==> src/rtl/bft_leaf_port.sv <==
// bft_leaf_port: PE <-> BFT leaf endpoint with TX/RX FIFOs, resend hold and local loopback.
// Optional BFT_LEAF_STATS_EN adds saturating 32-bit traffic counters.
module bft_leaf_port #(
    parameter int NUM_LEAVES = 8,
    parameter int PAYLOAD_SZ = 45,
    parameter int LEAF_ADDR  = 0,
    parameter int TX_DEPTH   = 4,
    parameter int RX_DEPTH   = 4,
    localparam int ADDR_W    = $clog2(NUM_LEAVES),
    localparam int P_SZ      = 1 + ADDR_W + PAYLOAD_SZ
) (
    input  logic                  clk,
    input  logic                  reset,
    input  logic                  tx_valid,
    output logic                  tx_ready,
    input  logic [ADDR_W-1:0]     tx_dest,
    input  logic [PAYLOAD_SZ-1:0] tx_payload,
    output logic [P_SZ-1:0]       dout_leaf,
    input  logic                  resend,
    input  logic [P_SZ-1:0]       din_leaf,
    output logic                  rx_valid,
    input  logic                  rx_ready,
    output logic [PAYLOAD_SZ-1:0] rx_payload,
    output logic                  rx_drop
`ifdef BFT_LEAF_STATS_EN
    ,
    output logic [31:0]           stat_tx_pkts,
    output logic [31:0]           stat_tx_resends,
    output logic [31:0]           stat_rx_pkts,
    output logic [31:0]           stat_rx_drops
`endif
);
    localparam int E_SZ = ADDR_W + PAYLOAD_SZ;
    localparam int TA = $clog2(TX_DEPTH);
    localparam int RA = $clog2(RX_DEPTH);
    localparam logic [ADDR_W-1:0] MY = ADDR_W'(LEAF_ADDR);
    localparam logic [TA:0] T_ONE = (TA + 1)'(1);
    localparam logic [RA:0] R_ONE = (RA + 1)'(1);

    typedef enum logic [1:0] {IDLE, SEND, HOLD} state_t;

    state_t                state;
    logic [E_SZ-1:0]       tx_mem [TX_DEPTH];
    logic [PAYLOAD_SZ-1:0] rx_mem [RX_DEPTH];
    logic [TA:0]           tx_wp, tx_rp, tx_rp1;
    logic [RA:0]           rx_wp, rx_rp;
    logic [E_SZ-1:0]       head, nxt;
    logic tx_empty, tx_full, rx_empty, rx_full, tx_push, tx_pop, accept;
    logic mem_next, nxt_ok, net_wr, lb_go, rx_pop, rx_wr;

    assign tx_empty = tx_wp == tx_rp;
    assign tx_full  = (tx_wp[TA] != tx_rp[TA]) && (tx_wp[TA-1:0] == tx_rp[TA-1:0]);
    assign tx_ready = !tx_full && !reset;
    assign tx_push  = tx_valid && tx_ready;
    assign head     = tx_mem[tx_rp[TA-1:0]];
    assign tx_rp1   = tx_rp + T_ONE;
    // The entry behind the head may still be arriving this cycle; forward it to avoid a bubble.
    assign mem_next = tx_rp1 != tx_wp;
    assign nxt      = mem_next ? tx_mem[tx_rp1[TA-1:0]] : {tx_dest, tx_payload};
    assign nxt_ok   = (mem_next || tx_push) && nxt[E_SZ-1 -: ADDR_W] != MY;
    assign accept   = state != IDLE && !resend;
    assign net_wr   = din_leaf[P_SZ-1] && din_leaf[P_SZ-2 -: ADDR_W] == MY;
    // Loopback yields the single RX write port to network arrivals.
    assign lb_go    = state == IDLE && !tx_empty && head[E_SZ-1 -: ADDR_W] == MY && !net_wr && !rx_full;
    assign tx_pop   = accept || lb_go;

    assign rx_empty   = rx_wp == rx_rp;
    assign rx_full    = (rx_wp[RA] != rx_rp[RA]) && (rx_wp[RA-1:0] == rx_rp[RA-1:0]);
    assign rx_valid   = !rx_empty;
    assign rx_payload = rx_mem[rx_rp[RA-1:0]];
    assign rx_pop     = rx_valid && rx_ready;
    assign rx_wr      = (net_wr || lb_go) && (!rx_full || rx_pop);

    always_ff @(posedge clk or posedge reset) begin
        if (reset) begin
            state     <= IDLE;
            dout_leaf <= '0;
            tx_wp     <= '0;
            tx_rp     <= '0;
            rx_wp     <= '0;
            rx_rp     <= '0;
            rx_drop   <= 1'b0;
        end else begin
            tx_wp   <= tx_push ? tx_wp + T_ONE : tx_wp;
            tx_rp   <= tx_pop ? tx_rp1 : tx_rp;
            rx_wp   <= rx_wr ? rx_wp + R_ONE : rx_wp;
            rx_rp   <= rx_pop ? rx_rp + R_ONE : rx_rp;
            rx_drop <= net_wr && rx_full && !rx_pop;
            if (state == IDLE) begin
                if (!tx_empty && head[E_SZ-1 -: ADDR_W] != MY) begin
                    state     <= SEND;
                    dout_leaf <= {1'b1, head};
                end
            end else if (resend) begin
                state <= HOLD;
            end else if (nxt_ok) begin
                state     <= SEND;
                dout_leaf <= {1'b1, nxt};
            end else begin
                state     <= IDLE;
                dout_leaf <= '0;
            end
        end
    end

    always_ff @(posedge clk) begin
        if (tx_push) tx_mem[tx_wp[TA-1:0]] <= {tx_dest, tx_payload};
        if (rx_wr) rx_mem[rx_wp[RA-1:0]] <= net_wr ? din_leaf[PAYLOAD_SZ-1:0] : head[PAYLOAD_SZ-1:0];
    end

`ifdef BFT_LEAF_STATS_EN
    always_ff @(posedge clk or posedge reset) begin
        if (reset) begin
            stat_tx_pkts    <= '0;
            stat_tx_resends <= '0;
            stat_rx_pkts    <= '0;
            stat_rx_drops   <= '0;
        end else begin
            stat_tx_pkts    <= stat_tx_pkts + 32'(accept && stat_tx_pkts != '1);
            stat_tx_resends <= stat_tx_resends + 32'(state != IDLE && resend && stat_tx_resends != '1);
            stat_rx_pkts    <= stat_rx_pkts + 32'(rx_wr && stat_rx_pkts != '1);
            stat_rx_drops   <= stat_rx_drops + 32'(rx_drop && stat_rx_drops != '1);
        end
    end
`endif
endmodule

==> config.mk <==
export PLATFORM = sky130hd
export DESIGN_NAME = bft_leaf_port
export DESIGN_NICKNAME = d
export VERILOG_FILES = /design/src/rtl/bft_leaf_port.sv
export SDC_FILE = /design/constraint.sdc
export NUM_CORES = 1
export LEC_CHECK = 0
export BUFFER_PORTS_ARGS = -buffer_cell sky130_fd_sc_hd__buf_2
export CAP_MARGIN = 20
export CORE_MARGIN = 4
export CORE_UTILIZATION = 63
export DETAILED_ROUTE_END_ITERATION = 10
export PLACE_DENSITY = 0.85
export SETUP_SLACK_MARGIN = 0.05
export SLEW_MARGIN = 20
export SYNTH_ARGS = -nofsm -noshare
export SYNTH_HDL_FRONTEND = slang
export SYNTH_SLANG_ARGS = --single-unit
==> constraint.sdc <==
create_clock -name clk -period 10.1 [get_ports clk]
set_input_delay 2.02 -clock clk [delete_from_list [all_inputs] [get_ports clk]]
set_output_delay 2.02 -clock clk [all_outputs]
set_load 0.05 [all_outputs]
# Word-level counts from Yosys, hierarchy flattened

Memory sizes are Yosys's and may differ from the RTL's.
Cells that the tools add are included.

Register bits: 64
RAM bits: 372
Input bits: 102
Output and inout bits: 97
Logic and storage cells: 71
Memories: 2

Add/subtract/negate cells: 4
Eq/ne operators: 9
Mux-type cells: 14
Reductions and logical operators: 35

Memories:

| name   | depth | bits a word | read ports | clocked after Yosys merged registers in | write ports | line | text |
|---|---|---|---|---|---|---|---|
| tx_mem | 4     | 48          | 2          | 0                                       | 1           | 43   | `logic [E_SZ-1:0] tx_mem [TX_DEPTH];` |
| rx_mem | 4     | 45          | 1          | 0                                       | 1           | 44   | `logic [PAYLOAD_SZ-1:0] rx_mem [RX_DEPTH];` |

Operator list:

| kind                                           | number |
|---|---|
| 2-to-1 mux 49 bit                              | 4 |
| 2-to-1 mux 48 bit                              | 1 |
| 2-to-1 mux 45 bit                              | 1 |
| logical AND 1 bit                              | 16 |
| adder 3 x 1 -> 3 bit (second input constant)   | 4 |
| zero test 1 bit                                | 8 |
| equality test 3 bit                            | 2 |
| zero test 3 bit                                | 2 |
| 2-to-1 mux 2 bit                               | 3 |
| nonzero test 3 bit                             | 2 |
| 2-to-1 mux 1 bit                               | 5 |
| equality test 2 bit                            | 2 |
| logical OR 1 bit                               | 4 |
| != test 2 x 1 -> 1 bit (second input constant) | 2 |
| != test 3 bit                                  | 1 |
| zero test 2 bit                                | 1 |
| != test 1 bit                                  | 2 |
| AND reduction 2 bit                            | 1 |
| nonzero test 2 bit                             | 1 |

# Logic depth before layout (Yosys ltp)

Gate-level depths: netlist (run 1).

Depth in word-level cells: 10
Mapped depth: 10
Mapped depth without buffers: 6

# Least setup slack after synthesis (run 1)

OpenSTA, ideal clock, no wires.

Kind: input to output
Start point: in reset
End point: out tx_ready
Arrival time: 2.826 ns
Required time: 8.080 ns
Path slack: 5.254 ns
Stages: 1
Path through: a31oi_1

Word-level cells in the longest chain between the ends: 2

RTL lines:

| item                             | line | text |
|---|---|---|
| from (decl)                      | 13   | `input logic reset,` |
| zero test 1 bit (no source line) | n/a  |  |
| logical AND 1 bit                | 53   | `assign tx_ready = !tx_full && !reset;` |
| to (decl)                        | 15   | `output logic tx_ready,` |

Every way passes these cells.

# Final worst setup path (run 1)

Same ends and word-level chain as after synthesis.

==> results of run 1 <==
[layer usage]
layer	global-route usage [%]	up-vias	routed length [µm]
met1	37.9	5497	16700
met5	0	-	67
met2	42.7	649	21500
li1	-	4531	-
met4	7.42	10	1360
met3	6.46	107	4320
[synth_stat cells]
cell | count | share of area [%]
a21oi_1 | 3 | 0.079
a21oi_4 | 1 | 0.086
a22o_1 | 4 | 0.19
a311oi_1 | 2 | 0.093
a31oi_1 | 2 | 0.066
a32o_1 | 46 | 2.4
a41oi_1 | 1 | 0.046
and2_1 | 10 | 0.33
buf_1 | 9 | 0.18
buf_2 | 20 | 0.53
buf_6 | 4 | 0.24
clkbuf_1 | 44 | 0.87
dfrtp_1 | 64 | 8.5
edfxtp_1 | 372 | 59
ha_1 | 10 | 0.66
inv_1 | 7 | 0.14
mux2_2 | 47 | 2.8
mux4_2 | 141 | 17
nand2_1 | 97 | 1.9
nand2b_1 | 46 | 1.5
nand3_1 | 1 | 0.026
nor2_1 | 11 | 0.22
nor3_1 | 2 | 0.053
nor4b_1 | 1 | 0.046
o211ai_1 | 45 | 1.8
o21ai_0 | 3 | 0.079
o21ai_1 | 2 | 0.053
or2_1 | 1 | 0.033
or3_1 | 4 | 0.13
or4_1 | 2 | 0.079
xnor2_1 | 10 | 0.46
xor2_1 | 6 | 0.28
xor3_1 | 1 | 0.13
[report_power, final]
group | internal, µW | total, µW | switching, µW
sequential | 2400 | 2690 | 290
combinational | 1410 | 3650 | 2240
clock | 869 | 1510 | 644
total | 4680 | 7850 | 3170
[state kept, by name, indices dropped and copies added, names as in the netlist]
signal,flops
dout_leaf,49
rx_drop,1
tx_mem,192
tx_rp,3
state,2
rx_rp,3
rx_mem,180
rx_wp,3
tx_wp,3
[cell usage in the layout (no fill, tap or decap), types with 3 or more instances in the layout]
cell type and instances:
clkbuf_16 43, nor2_1 10, buf_2 198, o21ai_0 3
clkbuf_1 7, diode_2 4, a32o_1 46, edfxtp_1 372
clkinv_1 3, clkbuf_8 8, a22o_1 4, clkinvlp_4 5
xnor2_1 10, mux2_2 47, nand2_1 97, nand2b_1 46
ha_1 9, clkinv_2 6, dfrtp_1 60, and2_2 8
inv_1 6, or3_1 3, dfrtp_4 3, buf_4 17
o211ai_1 45, xor2_1 6, mux4_2 141, a21oi_1 3
[cell families after synthesis]
logic type / share of synthesized area [%]
simple gates: 4.37
mux: 19.6
xor+xnor: 0.868
flops: 67.6
buf+inv: 1.96
fa+ha+maj: 0.662
compound gates: 4.91
[path summary, 6_finish.rpt]
kind,cells past startpoint,end
worst max-delay path,3,tx_ready
worst min register to register,1,dout_leaf[6]$_DFFE_PP0P_
min in group asynchronous,3,tx_wp[1]$_DFFE_PP0P_
max in group asynchronous,3,rx_rp[0]$_DFFE_PP0P_
worst max register to register,8,dout_leaf[42]$_DFFE_PP0P_
worst min-delay path,1,dout_leaf[6]$_DFFE_PP0P_
[stage by stage]
step / power (µW) / std cells
finish: 7850 / 1629
global route: 8240 / 1628
CTS: 7850 / 1624
detailed placement: 6310 / 1548
global placement: 6200 / 1548
floorplan: 5450 / 1019
[area by class of cell]
cell class | instances | area [µm²] | area share [%]
Sequential cell | 436 | 12800 | 59.1
Timing Repair Buffer | 217 | 1160 | 5.35
Multi-Input combinational cell | 499 | 5820 | 26.9
Tap cell | 390 | 488 | 2.26
Clock buffer | 58 | 1210 | 5.60
Antenna cell | 4 | 10.0 | 0.0463
Inverter | 7 | 26.3 | 0.121
Clock inverter | 18 | 135 | 0.624
==> reports/metrics.csv, run 1 <==
metric;value;unit
crit_path_start;reset;
utilization;73.0;%
seq_area_frac_synth;67.6;%
ys_ff_latch;436;
clockBufferDepth;3;
dieWidth;181;µm
path_class;primary input to output pin;
cts_tree;yes;
setup-violations-final;0;
outcome;finished clean;
powerDensity;363;mW/mm²
rows;63;
track_usage;26.7;%
syn_area;0.0189;mm²
skew;0.0134;ns
via_per_inst;6.63;
power.leakage;0.00749;µW
antenna_left;0;
cp_num_buf_inv;2;
finalNetCount;1316;
vias;10800;
dieArea;0.0328;mm²
grt_pass1_wl;66.9;mm
final.period_utilization;45.7;%
timing.hold.ws;0.491;ns
drv_cap;0;
drc;0;
first_pass_iters;5;
critPathTopFamily;buffers and inverters;
rrSetupSlack;6.03;ns
ys_warn_count;0;
routabilityCongestion;0.868;
critical_path_required;8.08;ns
tightest_slew;0.984;ns
rsz0062_at_grt;no;
finalWorstSetupSlack;5.49;ns
totalWireLength;43.9;mm
pin_count;199;
start_util;63.7;%
drive_above_1_share;39.8;%
slew_headroom;34.4;%
cp-start-kind;primary input;
grt_start_max_net_pins;100;
path_clk_slew;0.06;ns
dp_hpwl;26.6;mm
path_cells;buf_2, a31oi_1, buf_2;
critPathArrivalTime;2.59;ns
synth.avg_cell_area;18.5;µm²
ir_worst_vdd;348;µV
die_height;181;µm
clk_latency;0.53;ns
cts_made_buffers;43;
syn_inst;1019;
fmax;217;MHz
hold_path.class;flop to flop;
drt_iter0_drc;1187;
cp_common_cell;buf_2;
wl_per_cell;27.0;µm
slowest_delay;0.29;ns
mappedNetlistNets;1131;
antenna_found_initial;9;
endpoint_kind;output pin;
slowest_stage;buf_2;
h-tree-depth;2;
first_global_vias;11000;
fin_area;0.0216;mm²
postCtsSetupRepairBufs;0;
hold_start;dout_leaf[6]$_DFFE_PP0P_;
hold_viol_final;0;
yosysUniqueCellTypes;33;
slew_viol_final;0;
syn_to_final_growth;14.5;%
reg2reg_from;tx_rp[0]$_DFFE_PP0P_;
cts_root_buffer;clkbuf_16;
worstPathMaxFanout;3;
dp_slack;5.40;ns
gr-total-overflow;0;
portBuffers;198;
fin_crit;4.61;ns
cts_resized;0;
placed_cell_area;0.0202;mm²
nFillCells;1730;
final.setup.tns;0;ns
cts_sinks;436;
coreArea;0.0296;mm²
hold_buffers;0;
Power figures use the tool's default switching activity.
==> run 2: changes to the inputs <==
Settings changed: CORE_UTILIZATION 63 to 59, PLACE_DENSITY 0.85 to 0.8.
Clock period 10.1 ns to 4.4 ns, I/O delays scaled along.
==> run 2 against run 1 <==
Cell area is 1.0% higher. Worst setup slack worse by 4.6 ns. Critical path depth is 3 higher. Utilization is 3.7 points lower. Die area is 6.5% higher. Flip-flop and latch count stayed put.
==> reports/metrics.csv, run 2 (synthesis gave the netlist of run 1 again) <==
metric;value;unit;change
syn_to_final_growth;15.7;%;
final.setup.tns;0;ns;unchanged
path_cells;buf_4, mux4_2, nor3_1, a32o_1, and2_2, buf_12;;
critical_path_required;4.63;ns;-3.45 ns
power.leakage;0.00761;µW;+1.5%
die_height;187;µm;+3.2%
drv_cap;0;;unchanged
endpoint_kind;flop;;
skew;0.0189;ns;+0.00553 ns
met1_usage;37.3;%;-0.62 points
antenna_found_initial;5;;-4
path_class;flop to flop;;
portBuffers;198;;unchanged
dieWidth;187;µm;+3.2%
cp_num_buf_inv;2;;unchanged
tightest_slew;1.00;ns;+0.0212 ns
pin_count;199;;unchanged
routabilityCongestion;0.832;;-4.1%
timing.hold.ws;0.451;ns;-0.0399 ns
cts_made_buffers;43;;unchanged
hold_buffers;0;;unchanged
slowest_delay;0.66;ns;+0.37 ns
via_per_inst;6.54;;-1.3%
antenna_left;0;;unchanged
critPathArrivalTime;3.75;ns;+1.16 ns
postCtsSetupRepairBufs;0;;unchanged
dieArea;0.0349;mm²;+6.5%
cts_sinks;436;;unchanged
totalWireLength;44.2;mm;+0.72%
final_cell_mix;edfxtp_1, buf_2, mux4_2, nand2_1, dfrtp_1;;
vias;10800;;+0.20%
drt_iter0_drc;1194;;+0.59%
final_cells;1653;;+1.5%
grt.busiest_layer;met2;;
powerDensity;836;mW/mm²;+130%
critPathTopFamily;simple AND/OR/NAND/NOR gates;;
final.period_utilization;79.9;%;
dp_cells;1571;;+1.5%
worstPathMaxFanout;31;;+28
path_clk_slew;0.06;ns;about the same
rsz0062_at_grt;no;;
hold_viol_final;0;;unchanged
ir_worst_vdd;470;µV;+35%
clk_latency;0.54;ns;about the same
utilization;69.3;%;-3.7 points
cts_root_buffer;clkbuf_16;;
dp_hpwl;28.4;mm;+6.6%
slew_headroom;33.0;%;-1.4 points
coreArea;0.0316;mm²;+6.5%
slowest_stage;dfrtp_4;;
wl_per_cell;26.8;µm;-0.74%
grt_pass1_wl;67.7;mm;+1.3%
start_util;59.9;%;-3.9 points
grt_start_max_net_pins;93;;-7.0%
largest_reg_flops;192;;unchanged
cts_tree;yes;;
final_common_cell;edfxtp_1;;
cp-start-kind;flop;;
fin_crit;3.52;ns;
drive_above_1_share;40.0;%;+0.19 points
hold_path.class;primary input to asynchronous set/reset pin;;
rows;65;;+3.2%
use_met2;40.2;%;-2.5 points
first_pass_iters;5;;unchanged
setup-violations-final;0;;unchanged
drc;0;;unchanged
slew_viol_final;0;;unchanged
finalNetCount;1326;;+0.76%
cts_resized;0;;unchanged
track_usage;25.3;%;-1.4 points
grt_use_met3;4.78;%;-1.7 points
clockBufferDepth;3;;unchanged
fmax;284;MHz;
h-tree-depth;2;;unchanged
outcome;finished clean;;
gr-total-overflow;0;;unchanged
first_global_vias;11100;;+0.61%
-- run 2: metrics by stage --
stage                     worst slack, ns  cell area [µm²]  total power, µW
after global placement              0.905            20400            14300
after floorplan                      1.02            18900            12500
after global routing                0.609            21900            19100
after CTS                           0.810            21900            18400
final                               0.884            21900            18300
after detailed placement            0.833            20400            14600
-- run 2: metal layers --
layer | vias up | wire length, µm
met2 | 612 | 21600
met5 | - | 40
li1 | 4544 | -
met3 | 91 | 4000
met4 | 8 | 1060
met1 | 5561 | 17500
-- run 2: area by class of cell --
class,count,area [µm²]
clock inverters,21,243
clock buffers,59,1200
repair buffers,227,1280
diodes,2,5.00
fillers,1989,9700
well taps,402,503
multi-input cells,499,5820
inverters,7,26.3
flip-flops and latches,436,12800
-- run 2: report_power, final --
| part | switching, µW | total (µW) | leakage, µW | internal (µW) |
|---|---|---|---|---|
| combinational | 5280 | 8550 | 0.00276 | 3270 |
| clock | 1500 | 3700 | 0.000709 | 2210 |
| sequential | 503 | 6020 | 0.00414 | 5520 |
-- run 2: path summary, 6_finish.rpt --
kind                                            from                         to  slack (ns)  cells past startpoint
min in group clk           dout_leaf[30]$_DFFE_PP0P_  dout_leaf[30]$_DFFE_PP0P_        0.49                      1
min                                            reset       tx_wp[0]$_DFFE_PP0P_        0.45                      2
max reg2reg                     tx_rp[0]$_DFFE_PP0P_     rx_mem[0][4]$_DFFE_PP_        0.88                      6
max                             tx_rp[0]$_DFFE_PP0P_     rx_mem[0][4]$_DFFE_PP_        0.88                      6
max in group asynchronous                      reset       rx_rp[0]$_DFFE_PP0P_        3.12                      3
min reg2reg                dout_leaf[30]$_DFFE_PP0P_  dout_leaf[30]$_DFFE_PP0P_        0.49                      1
==> run 3: changes to the inputs <==
Clock period 4.4 ns to 3.5 ns, I/O delays scaled along.
==> run 3 against run 2 <==
Wire length hardly changed. Flip-flop and latch count stayed put. Sequential power is 25% higher. Combinational power is 27% higher. Cell area is 0.40% higher. Global-route usage is 0.20 points lower. First-iteration DRC count is 2.0% higher. Clock-buffer cell count is 2 higher. Clock skew is 0.0019 ns lower.
==> reports/metrics.csv, run 3 (synthesis gave the netlist of run 1 again) <==
metric;value;unit;change
critPathArrivalTime;2.28;ns;-1.47 ns
slowest_stage;mux4_2;;
placed_cell_area;0.0206;mm²;+0.71%
ir_worst_vdd;838;µV;+78%
clk_latency;0.53;ns;about the same
die_height;187;µm;unchanged
cts_tree;yes;;
hold_viol_final;0;;unchanged
path_class;flop to output pin;;
wl_per_cell;26.5;µm;-0.86%
cts_resized;0;;unchanged
dp_cells;1583;;+0.76%
cp-start-kind;flop;;
antenna_found_initial;10;;+5
seqPwrFrac;32.7;%;-0.2 points
fin_crit;2.98;ns;
critical_path_required;2.80;ns;-1.83 ns
hold_path.class;primary input to asynchronous set/reset pin;;
finalWorstSetupSlack;0.522;ns;-0.362 ns
powerDensity;1050;mW/mm²;+25%
reg2regPathDepth;5;;-1
hold_buffers;0;;unchanged
p_int;13800;µW;+25%
cts_made_buffers;43;;unchanged
cts_root_buffer;clkbuf_16;;
slew_viol_final;0;;unchanged
first_pass_iters;5;;unchanged
skew;0.0170;ns;-0.00190 ns
dieArea;0.0349;mm²;unchanged
syn_to_final_growth;16.2;%;
drv_cap;0;;unchanged
path_clk_slew;0.06;ns;about the same
cp_num_buf_inv;2;;unchanged
rrSetupSlack;0.58;ns;-0.30 ns
grt_start_max_net_pins;51;;-45%
fin_area;0.0219;mm²;+0.40%
final_cells;1668;;+0.91%
grt_pass1_wl;66.9;mm;-1.2%
cts_sinks;436;;unchanged
fmax;336;MHz;
h-tree-depth;2;;unchanged
drc;0;;unchanged
pin_count;199;;unchanged
rsz0062_at_grt;no;;
reg2reg_from;tx_rp[1]$_DFFE_PP0P_;;
final.period_utilization;85.1;%;
worstPathMaxFanout;39;;+26%
multi_input_area;0.00582;mm²;unchanged
drt_iter0_drc;1218;;+2.0%
nFillCells;1987;;-0.10%
totalWireLength;44.2;mm;about the same
endpoint_kind;output pin;;
coreArea;0.0316;mm²;unchanged
critPathTopFamily;multiplexers;;
regArea;0.0128;mm²;unchanged
rr_endpoint;rx_mem[0][17]$_DFFE_PP_;;
track_usage;25.1;%;-0.20 points
setup-violations-final;0;;unchanged
postCtsSetupRepairBufs;0;;unchanged
slew_headroom;54.6;%;+22 points
switching_share;39.9;%;+0.070 points
comb_power_share;47.6;%;+0.8 points
slowest_delay;0.60;ns;-0.06 ns
drive_above_1_share;40.2;%;+0.16 points
largest_reg_flops;192;;unchanged
clkPwrFrac;19.8;%;-0.5 points
outcome;finished clean;;
final.setup.tns;0;ns;unchanged
switchingPower;9150;µW;+26%
clockBufferDepth;3;;unchanged
first_global_vias;10900;;-1.6%
dp_slack;0.624;ns;-0.210 ns
dieWidth;187;µm;unchanged
routabilityCongestion;0.824;;-1.0%
gr-total-overflow;0;;unchanged
rows;65;;unchanged
vias;10800;;-0.25%
tightest_slew;0.679;ns;-0.326 ns
dp_hpwl;28.6;mm;+0.85%
power.leakage;0.00764;µW;+0.38%
path_cells;buf_12, mux4_2, buf_2;;
portBuffers;198;;unchanged
via_per_inst;6.47;;-1.1%
start_util;59.9;%;unchanged
finalNetCount;1338;;+0.90%
final_cell_mix;edfxtp_1, buf_2, mux4_2, nand2_1, dfrtp_1;;
antenna_left;0;;unchanged
final_common_cell;edfxtp_1;;
## run 3: metal layers
layer	GRT usage [%]	vias up	share of wire (%)
li1	-	4588	-
met1	35.5	5550	39
met2	40.4	556	49
met3	5.79	85	9.3
met4	6.83	10	2.4
met5	0	-	0.15
## run 3: worst max-delay path by stage
stage	from	slack [ns]	end	cells past startpoint
6_report	rx_rp[0]$_DFFE_PP0P_	0.52	rx_payload[2]	3
5_1_grt	rx_rp[0]$_DFFE_PP0P_	0.42	rx_payload[2]	3
4_1_cts	rx_rp[0]$_DFFE_PP0P_	0.48	rx_payload[10]	3
3_5_place_dp	tx_rp[1]$_DFFE_PP0P_	0.62	rx_mem[0][9]$_DFFE_PP_	5
3_3_place_gp	tx_rp[1]$_DFFE_PP0P_	0.65	rx_mem[0][9]$_DFFE_PP_	5
2_1_floorplan	tx_rp[0]$_DFFE_PP0P_	0.28	tx_mem[3][0]$_DFFE_PP_	6
## run 3: cell type report
type / instances / area share, %
Sequential cell: 436 / 58.2
Tap cell: 402 / 2.29
Antenna cell: 7 / 0.0798
Inverter: 7 / 0.120
Clock buffer: 61 / 5.26
Multi-Input combinational cell: 499 / 26.5
Timing Repair Buffer: 239 / 6.49
Clock inverter: 17 / 0.986
## run 3: metrics by stage
step / utilization (%) / hold WS [ns] / power [µW]
final: 69.6 / 0.275 / 22900
after global routing: 69.5 / 0.310 / 24000
after CTS: 69.5 / 0.270 / 23100
after detailed placement: 65.2 / 0.477 / 18500
after global placement: 65.2 / 0.470 / 18200
after floorplan: - / 0.462 / 15700
## run 3: power by group through the flow
stage | logic (µW) | clock network (µW) | registers, µW
after global routing | 11600 | 4820 | 7580
after floorplan | 7420 | 0 | 8300
after CTS | 11000 | 4590 | 7500
final | 10900 | 4530 | 7500
after detailed placement | 10900 | 0 | 7590
after global placement | 10700 | 0 | 7540
